### config.mk
export PLATFORM = sky130hd
export DESIGN_NAME = mem_access_unit_flat
export DESIGN_NICKNAME = d
export VERILOG_FILES = /design/src/rtl/mem_access_unit_if.sv /design/src/rtl/mem_access_unit.sv /design/src/flat_wrapper.sv
export SDC_FILE = /design/constraint.sdc
export NUM_CORES = 1
export LEC_CHECK = 0
export ABC_CLOCK_PERIOD_IN_PS = 3700
export CORE_MARGIN = 4
export CORE_UTILIZATION = 35
export CTS_CLUSTER_DIAMETER = 120
export DETAILED_ROUTE_END_ITERATION = 10
export DONT_BUFFER_PORTS = 1
export GPL_TIMING_DRIVEN = 0
export PLACE_DENSITY = 0.51
export SLEW_MARGIN = 25
export SYNTH_ARGS = -nofsm -noshare
export SYNTH_HDL_FRONTEND = slang
export SYNTH_SLANG_ARGS = --single-unit
### constraint.sdc
create_clock -name clk -period 3.7 [get_ports clk]
set_clock_uncertainty 0.15 [all_clocks]
set_input_delay 0.37 -clock clk [delete_from_list [all_inputs] [get_ports clk]]
set_output_delay 0.37 -clock clk [all_outputs]
set_load 0.1 [all_outputs]
### src/rtl/mem_access_unit_if.sv
// Signal bundle between the CPU datapath, the memory access unit and external RAM.
// The slave modport is the access unit; the master modport drives the CPU and RAM sides.
interface mem_access_unit_if #(
  parameter int ADDR_W = 32,
  parameter int DATA_W = 32
);
  localparam int LANES = DATA_W / 8;

  logic              req;
  logic              wr;
  logic [1:0]        size;
  logic              sign;
  logic [ADDR_W-1:0] addr;
  logic [DATA_W-1:0] wdata;
  logic              busy;
  logic              done;
  logic              err;
  logic [DATA_W-1:0] rdata;
  logic              cs;
  logic              we;
  logic              oe;
  logic [ADDR_W-1:0] mem_addr;
  logic [DATA_W-1:0] mem_wdata;
  logic [LANES-1:0]  mem_be;
  logic [DATA_W-1:0] mem_rdata;
  logic              mem_ready;

  modport master (
    output req, wr, size, sign, addr, wdata, mem_rdata, mem_ready,
    input  busy, done, err, rdata, cs, we, oe, mem_addr, mem_wdata, mem_be
  );

  modport slave (
    input  req, wr, size, sign, addr, wdata, mem_rdata, mem_ready,
    output busy, done, err, rdata, cs, we, oe, mem_addr, mem_wdata, mem_be
  );
endinterface

### src/rtl/mem_access_unit.sv
// Single-outstanding memory access controller: byte-lane steering, sub-word extension,
// alignment check and bus timeout. Optional macro MEM_ACCESS_ARM_ROTATE_EN allows rotated misaligned word reads.
module mem_access_unit #(
  parameter int ADDR_W  = 32,
  parameter int DATA_W  = 32,
  parameter int TIMEOUT = 255
) (
  input  logic              clk,
  input  logic              rst,
  mem_access_unit_if.slave  bus
);
  localparam int LANES = DATA_W / 8;
  localparam int LSB_W = $clog2(LANES);
  localparam int CNT_W = 16;

  typedef enum logic [1:0] {S_IDLE, S_SETUP, S_WAIT, S_DONE} state_t;

  state_t            r_state;
  logic              r_wr, r_sign, r_rot;
  logic [1:0]        r_size;
  logic [LSB_W-1:0]  r_off;
  logic [CNT_W-1:0]  r_cnt;
  logic              r_busy, r_done, r_err, r_cs, r_we, r_oe;
  logic [DATA_W-1:0] r_rdata, r_mem_wdata;
  logic [ADDR_W-1:0] r_mem_addr;
  logic [LANES-1:0]  r_mem_be;

  logic              w_rot, w_misal, w_illegal;
  logic [LSB_W-1:0]  w_off, w_be_off;
  logic [DATA_W-1:0] w_lane, w_wsh, w_rd;

  function automatic logic [LANES-1:0] be_mask(input logic [1:0] sz, input logic [LSB_W-1:0] off);
    logic [LANES-1:0] m;
    case (sz)
      2'b00:   m = LANES'(1);
      2'b01:   m = LANES'(3);
      2'b10:   m = LANES'(4'hF);
      default: m = '1;
    endcase
    return m << off;
  endfunction

  function automatic logic [DATA_W-1:0] lane_rep(input logic [1:0] sz, input logic [DATA_W-1:0] d);
    logic [DATA_W-1:0] r;
    r = d;
    for (int i = 0; i < LANES; i++) begin
      case (sz)
        2'b00:   r[8*i +: 8] = d[7:0];
        2'b01:   r[8*i +: 8] = d[8*(i%2) +: 8];
        2'b10:   r[8*i +: 8] = d[8*(i%4) +: 8];
        default: r[8*i +: 8] = d[8*i +: 8];
      endcase
    end
    return r;
  endfunction

  function automatic logic [DATA_W-1:0] extend_rd(input logic [1:0] sz, input logic sgn,
                                                  input logic [DATA_W-1:0] v);
    logic [DATA_W-1:0] keep;
    logic              msb;
    case (sz)
      2'b00:   begin keep = DATA_W'(8'hFF);         msb = v[7];        end
      2'b01:   begin keep = DATA_W'(16'hFFFF);      msb = v[15];       end
      2'b10:   begin keep = DATA_W'(32'hFFFF_FFFF); msb = v[31];       end
      default: begin keep = '1;                     msb = v[DATA_W-1]; end
    endcase
    return (v & keep) | ((sgn && msb) ? ~keep : '0);
  endfunction

  function automatic logic [31:0] rotr32(input logic [31:0] v, input logic [1:0] n);
    case (n)
      2'd1:    return {v[7:0],  v[31:8]};
      2'd2:    return {v[15:0], v[31:16]};
      2'd3:    return {v[23:0], v[31:24]};
      default: return v;
    endcase
  endfunction

`ifdef MEM_ACCESS_ARM_ROTATE_EN
  assign w_rot = (bus.size == 2'b10) && !bus.wr && (bus.addr[1:0] != 2'b00);
`else
  assign w_rot = 1'b0;
`endif

  always_comb begin
    w_misal = 1'b0;
    case (bus.size)
      2'b01:   w_misal = bus.addr[0];
      2'b10:   w_misal = (bus.addr[1:0] != 2'b00) && !w_rot;
      2'b11:   w_misal = bus.addr[2:0] != 3'b000;
      default: w_misal = 1'b0;
    endcase
  end

  assign w_illegal = (bus.size == 2'b11) && (DATA_W != 64);
  assign w_off     = bus.addr[LSB_W-1:0];
  // A rotated read fetches the whole aligned word containing the address.
  assign w_be_off  = w_rot ? (w_off & ~LSB_W'(3)) : w_off;

  assign w_lane = bus.mem_rdata >> {r_off, 3'b000};
  assign w_wsh  = bus.mem_rdata >> {(r_off & ~LSB_W'(3)), 3'b000};
  assign w_rd   = r_rot ? extend_rd(2'b10, r_sign, DATA_W'(rotr32(w_wsh[31:0], r_off[1:0])))
                        : extend_rd(r_size, r_sign, w_lane);

  always_ff @(posedge clk or posedge rst) begin
    if (rst) begin
      r_state     <= S_IDLE;
      r_wr        <= 1'b0;
      r_sign      <= 1'b0;
      r_rot       <= 1'b0;
      r_size      <= 2'b00;
      r_off       <= '0;
      r_cnt       <= '0;
      r_busy      <= 1'b0;
      r_done      <= 1'b0;
      r_err       <= 1'b0;
      r_cs        <= 1'b0;
      r_we        <= 1'b0;
      r_oe        <= 1'b0;
      r_rdata     <= '0;
      r_mem_wdata <= '0;
      r_mem_addr  <= '0;
      r_mem_be    <= '0;
    end else begin
      case (r_state)
        S_IDLE: if (bus.req) begin
          r_wr   <= bus.wr;
          r_size <= bus.size;
          r_sign <= bus.sign;
          r_off  <= w_off;
          r_rot  <= w_rot;
          r_busy <= 1'b1;
          if (w_illegal || w_misal) begin
            r_done  <= 1'b1;
            r_err   <= 1'b1;
            r_state <= S_DONE;
          end else begin
            // Bus outputs are registered here so they are already valid during SETUP.
            r_cs        <= 1'b1;
            r_we        <= bus.wr;
            r_oe        <= ~bus.wr;
            r_mem_addr  <= {bus.addr[ADDR_W-1:LSB_W], {LSB_W{1'b0}}};
            r_mem_be    <= be_mask(bus.size, w_be_off);
            r_mem_wdata <= lane_rep(bus.size, bus.wdata);
            r_state     <= S_SETUP;
          end
        end
        S_SETUP: begin
          r_cnt   <= '0;
          r_state <= S_WAIT;
        end
        S_WAIT: begin
          if (bus.mem_ready || r_cnt == CNT_W'(TIMEOUT - 1)) begin
            r_cs     <= 1'b0;
            r_we     <= 1'b0;
            r_oe     <= 1'b0;
            r_mem_be <= '0;
            r_done   <= 1'b1;
            r_err    <= ~bus.mem_ready;
            r_state  <= S_DONE;
            if (bus.mem_ready && !r_wr) r_rdata <= w_rd;
          end else begin
            r_cnt <= r_cnt + 1'b1;
          end
        end
        default: begin
          r_done  <= 1'b0;
          r_err   <= 1'b0;
          r_busy  <= 1'b0;
          r_state <= S_IDLE;
        end
      endcase
    end
  end

  assign bus.busy      = r_busy;
  assign bus.done      = r_done;
  assign bus.err       = r_err;
  assign bus.rdata     = r_rdata;
  assign bus.cs        = r_cs;
  assign bus.we        = r_we;
  assign bus.oe        = r_oe;
  assign bus.mem_addr  = r_mem_addr;
  assign bus.mem_wdata = r_mem_wdata;
  assign bus.mem_be    = r_mem_be;
endmodule

### src/flat_wrapper.sv
// flat-port wrapper written by rule: the top's interface ports become plain ports
module mem_access_unit_flat 
#(
  parameter int ADDR_W  = 32,
  parameter int DATA_W  = 32,
  parameter int TIMEOUT = 255
)
  (clk, rst, bus_req, bus_wr, bus_size, bus_sign, bus_addr, bus_wdata, bus_mem_rdata, bus_mem_ready, bus_busy, bus_done, bus_err, bus_rdata, bus_cs, bus_we, bus_oe, bus_mem_addr, bus_mem_wdata, bus_mem_be);
  mem_access_unit_if #(.ADDR_W(ADDR_W), .DATA_W(DATA_W)) bus_i ();
  input  logic clk;
  input  logic rst;
  input wire logic [$bits(bus_i.req)-1:0] bus_req;
  input wire logic [$bits(bus_i.wr)-1:0] bus_wr;
  input wire logic [$bits(bus_i.size)-1:0] bus_size;
  input wire logic [$bits(bus_i.sign)-1:0] bus_sign;
  input wire logic [$bits(bus_i.addr)-1:0] bus_addr;
  input wire logic [$bits(bus_i.wdata)-1:0] bus_wdata;
  input wire logic [$bits(bus_i.mem_rdata)-1:0] bus_mem_rdata;
  input wire logic [$bits(bus_i.mem_ready)-1:0] bus_mem_ready;
  output wire logic [$bits(bus_i.busy)-1:0] bus_busy;
  output wire logic [$bits(bus_i.done)-1:0] bus_done;
  output wire logic [$bits(bus_i.err)-1:0] bus_err;
  output wire logic [$bits(bus_i.rdata)-1:0] bus_rdata;
  output wire logic [$bits(bus_i.cs)-1:0] bus_cs;
  output wire logic [$bits(bus_i.we)-1:0] bus_we;
  output wire logic [$bits(bus_i.oe)-1:0] bus_oe;
  output wire logic [$bits(bus_i.mem_addr)-1:0] bus_mem_addr;
  output wire logic [$bits(bus_i.mem_wdata)-1:0] bus_mem_wdata;
  output wire logic [$bits(bus_i.mem_be)-1:0] bus_mem_be;
  assign bus_i.req = bus_req;
  assign bus_i.wr = bus_wr;
  assign bus_i.size = bus_size;
  assign bus_i.sign = bus_sign;
  assign bus_i.addr = bus_addr;
  assign bus_i.wdata = bus_wdata;
  assign bus_i.mem_rdata = bus_mem_rdata;
  assign bus_i.mem_ready = bus_mem_ready;
  assign bus_busy = bus_i.busy;
  assign bus_done = bus_i.done;
  assign bus_err = bus_i.err;
  assign bus_rdata = bus_i.rdata;
  assign bus_cs = bus_i.cs;
  assign bus_we = bus_i.we;
  assign bus_oe = bus_i.oe;
  assign bus_mem_addr = bus_i.mem_addr;
  assign bus_mem_wdata = bus_i.mem_wdata;
  assign bus_mem_be = bus_i.mem_be;
  mem_access_unit #(.ADDR_W(ADDR_W), .DATA_W(DATA_W), .TIMEOUT(TIMEOUT)) u_core (.clk(clk), .rst(rst), .bus(bus_i));
endmodule
# Word-level counts from Yosys, hierarchy flattened
# Cells that the tools add are included.
[classes]
n_shift = 2
reduce_logical = 22
bitwise_logic = 8
muxes = 39
n_eq_ne = 12
n_addsub = 1
[op_table]
columns = ["op", "count"]
rows = [
  ["32-bit case mux with 2 select lines", 1],
  ["32-bit bitwise AND", 1],
  ["32-bit two-way mux", 1],
  ["32-bit inverter", 1],
  ["32-bit bitwise OR", 1],
  ["16-bit case mux with 2 select lines", 1],
  ["32-bit by 5-bit right shift with 32-bit output", 1],
  ["4-bit two-way mux", 6],
  ["16-bit by 1-bit adder with 16-bit output (second input constant)", 1],
  ["16-bit by 8-bit == test with 1-bit output (second input constant)", 1],
  ["16-bit two-way mux", 1],
  ["8-bit two-way mux", 2],
  ["4-bit case mux with 2 select lines", 2],
  ["8-bit case mux with 2 select lines", 1],
  ["1-bit two-way mux", 12],
  ["1-bit case mux with 2 select lines", 5],
  ["1-bit case mux with 3 select lines", 3],
  ["2-bit AND reduction", 4],
  ["4-bit AND reduction", 2],
  ["2-bit by 1-bit == test with 1-bit output (second input constant)", 3],
  ["2-bit == test (second input constant)", 3],
  ["2-bit zero test", 3],
  ["2-bit two-way mux", 3],
  ["2-bit != test (second input constant)", 3],
  ["11 further kinds", 22],
]
[word_totals]
word_cells = 100
in_bits = 104
regBits = 128
output_inout_bits = 106

# Logic depth before layout (Yosys ltp)
[logic_depth]
ltp_word = 10
depth_mapped = 9
mapped_depth_nobuf = 6

# Least setup slack after synthesis
# No wires, ideal clock.
[synth_timing]
kind = "register to register"
start = "reg u_core.r_state[0]"
end = "reg u_core.r_mem_be[0] (netlist: u_core.bus.mem_be[0])"
stages_incl_launch_ff = 8
setup_time_ns = 0.125
required_ns = 3.425
n_path_buf = 1
period_less_slack_ns = 2.042
slack_ns = 1.658
arrival_ns = 1.766
cell_sequence = "dfrtp_1 > inv_1 > ha_1 > nand2_1 > a21o_1 > buf_2 > a22oi_1 > mux2_2"
[synth_between]
elab_chain_len = 3
elab_cells_between_ends = 8
classes_between = "eq/ne: 4; mux: 1; reduce/logical: 3"
[synth_rtl]
columns = ["item", "line_no", "source"]
rows = [
  ["start: declaration", "mem_access_unit.sv:18", "state_t r_state;"],
  ["start signal: assignment", "mem_access_unit.sv:107", "r_state <= S_IDLE;"],
  ["start signal: assignment", "mem_access_unit.sv:136", "r_state <= S_DONE;"],
  ["start signal: assignment", "mem_access_unit.sv:145", "r_state <= S_SETUP;"],
  ["2-bit == test / 2-bit zero test (equally long branches)", "mem_access_unit.sv:125", "case (r_state)"],
  ["2-bit by 1-bit != test with 1-bit output (no line) (tied with other cells)", "-", ""],
  ["4-bit AND reduction (no line)", "-", ""],
  ["end signal: assignment", "mem_access_unit.sv:143", "r_mem_be <= be_mask(bus.size, w_be_off);"],
  ["end: declaration", "mem_access_unit.sv:26", "logic [LANES-1:0] r_mem_be;"],
]
# Several ways; a longest one is shown, not always the timed one.
# A chain may end at the register's enable or synchronous reset.

# Worst setup path after layout
[layout_timing]
start = "reg u_core.r_state[0]"
end = "reg u_core.r_rdata[18] (netlist: u_core.bus.rdata[18])"
[layout_between]
elab_chain_len = 2
[layout_rtl]
columns = ["item", "line_no", "source"]
rows = [
  ["2-bit == test", "mem_access_unit.sv:125", ""],
  ["3-bit AND reduction (no line)", "-", ""],
  ["end signal: assignment", "mem_access_unit.sv:161", "if (bus.mem_ready && !r_wr) r_rdata <= w_rd;"],
  ["end: declaration", "mem_access_unit.sv:24", "logic [DATA_W-1:0] r_rdata, r_mem_wdata;"],
]
# No other way between the ends.

==> flow_summary.yaml <==
run_status:
  status: "complete, no violations"
sta:
  period_share_pct: 68.99
  period_minus_slack_ps: 2553
  relSlewSlack_pct: 32.97
  rsz0062_at_grt: "no"
  setup-violations-final: 0
  hold_viol_final: 0
  drv_slew: 0
  timing.fmax_mhz: 391.7
  tightest_slew_ps: 1006
  fin_tns_setup_ps: 0
clock_tree:
  cts_tree: "yes"
  path_clk_slew_ps: 60
  cts-root-buf: "clkbuf_16"
  clockBufferDepth: 2
  clkLatencyLatePin_ps: 420
  htree_num_levels: 4
  cts.sinks: 128
  cts_setup_buffers: 0
  numCtsBuffers: 17
setup_path:
  slowest_delay_ps: 520
  worstPathMaxFanout: 8
  cp-start-kind: "flop"
  critical_path_class: "reg2reg"
  cp_slowest_cell: "nor2_1"
  cp_cell_sequence: "inv_1 -> ha_1 -> nand2_1 -> nor2_1 -> o211ai_1 -> o22a_1"
  critical_path_arrival_ps: 2700
  required_ps: 3850
  crit_path_end_kind: "flop"
synth:
  ys_types: 52
  synthFlopType: "dfrtp_1"
  synth_edf_count: 0
  synth_seq_cells: 128
  async_flop_share_pct: 100.0
  yosys_warnings: 0
  synth_area_per_cell_um2: 9.531
  syn_area_um2: 6176
  ys_seq_area_share_pct: 51.86
  syn_inst: 648
route:
  post_drt_wl_per_cell_um: 19.32
  antenna_left: 0
  via_per_inst: 5.325
  drc: 0
  vias: 5165
  drtIter0Drc: 277
  wirelength_mm: 18.74
  dr.pass1.iters: 6
die:
  rows: 48
  die_area_um2: 19830
  chipHeight_um: 140.8
  die_x_um: 140.8
  start_util_pct: 35.71
  ios: 210
  core_area_um2: 17300
hold_path:
  min_path_type: "in2reg"
global_routing:
  grt_usage_pct: 19.11
  first_global_vias: 5470
  grt_max_degree: 32
  antenna_found_initial: 0
  grt_pass1_wl_mm: 29.86
  grt_overflow: 0
place:
  hpwl_mm: 13.68
  routabilityCongestion: 0.9312
  io_buffer_count: 0
finish:
  drive_gt1_share_pct: 9.933
  final_nets: 842
  antenna_cells: 0
  synthToLayoutAreaGrowth_pct: 25.75
  fillCellCount: 1687
flow_run:
  drv_cap: 0
-- flip-flops by register name, summed over array words and instances (netlist names), 2 cells and up --
register,flops
u_core.r_state,2
u_core.r_cnt,16
u_core.bus.mem_addr,30
u_core.r_size,2
u_core.bus.rdata,32
u_core.bus.mem_be,4
u_core.r_off,2
u_core.bus.mem_wdata,32
-- cell usage after synthesis, drive strengths merged, types with 2 or more instances --
cell / n / area share [%]
nand2: 161 / 9.8
dfrtp: 128 / 52
nor2: 48 / 2.9
mux2i: 46 / 7.5
a21oi: 40 / 3.2
o21ai: 38 / 3.1
buf: 19 / 1.6
clkbuf: 18 / 1.1
mux2: 17 / 3.1
inv: 11 / 0.67
nor2b: 11 / 1.1
o22a: 11 / 1.6
a211oi: 9 / 1.1
and2: 8 / 0.81
nor3: 8 / 0.73
nand3: 7 / 0.57
ha: 6 / 1.2
nand4: 6 / 0.61
and4: 5 / 0.71
nand2b: 5 / 0.51
a221o: 4 / 0.65
o2bb2ai: 4 / 0.57
or3: 4 / 0.49
a31oi: 3 / 0.30
and3: 3 / 0.30
or4: 3 / 0.49
a21o: 2 / 0.24
a31o: 2 / 0.28
nor4: 2 / 0.20
o221ai: 2 / 0.28
o32a: 2 / 0.32
-- per-stage QoR --
stage | cells | hold slack (ps) | cell area, µm² | setup slack [ps] | util, %
floorplan | 649 | 299.9 | 6183 | 1599 | -
global placement | 874 | 328.2 | 6465 | 875.4 | 37.38
detailed placement | 878 | 152.9 | 6545 | 1116 | 37.84
CTS | 970 | 1.847 | 7766 | 1103 | 44.90
global route | 970 | 19.95 | 7766 | 919.2 | 44.90
finish | 970 | 14.53 | 7766 | 1147 | 44.90
-- worst max-delay path: cells and delay by family (launching register included) --
family	cells	cell delay (ps)
compound gates	2	790
buf+inv	1	100
simple gates	2	670
flops	1	420
fa+ha+maj	1	300
-- repair_timing --
action / in CTS / in global routing
gates resized for setup: 0 / 0
endpoints found under the hold margin: 79 / 0
hold buffers: 60 / 0
-- cell usage in the layout (no fill, tap or decap), types with 8 or more instances in the layout --
cell	instances
inv_1	10
dfrtp_1	128
nand2_1	161
nor2b_1	11
clkbuf_16	17
dlygate4sd3_1	60
a211oi_1	9
mux2_2	17
mux2i_1	46
and2_1	8
o22a_1	11
buf_2	8
buf_1	8
nor2_1	48
clkbuf_1	18
o21ai_0	38
a21oi_1	40
-- area by class of cell --
type | count | area, µm² | area share [%]
flip-flops and latches | 128 | 3203 | 41.24
multi-input cells | 473 | 2771 | 35.69
repair buffers | 64 | 680.7 | 8.764
clock buffers | 17 | 425.4 | 5.478
well taps | 225 | 281.5 | 3.625
clock inverters | 15 | 195.2 | 2.513
plain buffers | 37 | 163.9 | 2.111
inverters | 11 | 45.04 | 0.5800
-- path summary, 6_finish.rpt --
kind	end	slack (ps)	cells after the start	from
hold / removal	u_core.bus.mem_wdata[22]$_DFFE_PP0P_	10	2	bus_wdata[22]
setup reg to reg	u_core.bus.rdata[18]$_DFFE_PP0P_	1150	6	u_core.r_state[0]$_DFFE_PP0P_
hold reg to reg	u_core.r_cnt[15]$_DFFE_PP0P_	340	1	u_core.r_cnt[15]$_DFFE_PP0P_
max in group asynchronous	u_core.bus.mem_addr[9]$_DFFE_PP0P_	2340	4	rst
setup / recovery	u_core.bus.rdata[18]$_DFFE_PP0P_	1150	6	u_core.r_state[0]$_DFFE_PP0P_
min in group asynchronous	u_core.bus.mem_wdata[11]$_DFFE_PP0P_	320	2	rst
-- per-layer routing --
metal | GRT usage [%] | wire length (µm) | up-vias
li1 | - | - | 2419
met4 | 5.507 | 261 | 0
met2 | 30.75 | 8959 | 222
met5 | 0 | 0 | -
met1 | 22.96 | 7588 | 2502
met3 | 9.057 | 1932 | 22
-- logic make-up (layout without fill, tap and decap cells) --
logic type / Yosys count / in the layout / synth area share [%]
buffers and inverters: 48 / 144 / 3.322
flip-flops: 128 / 128 / 51.86
adder cells (fa/ha/maj): 6 / 6 / 1.216
other: 1 / 2 / 0.06072
AND/OR/NAND/NOR: 275 / 275 / 19.79
multiplexers: 64 / 64 / 10.92
AO/OA/AOI/OAI: 126 / 126 / 12.82
Power is left out: the tool's default activity adds up to more than one toggle a clock period on the data nets, which glitch-free logic cannot reach.
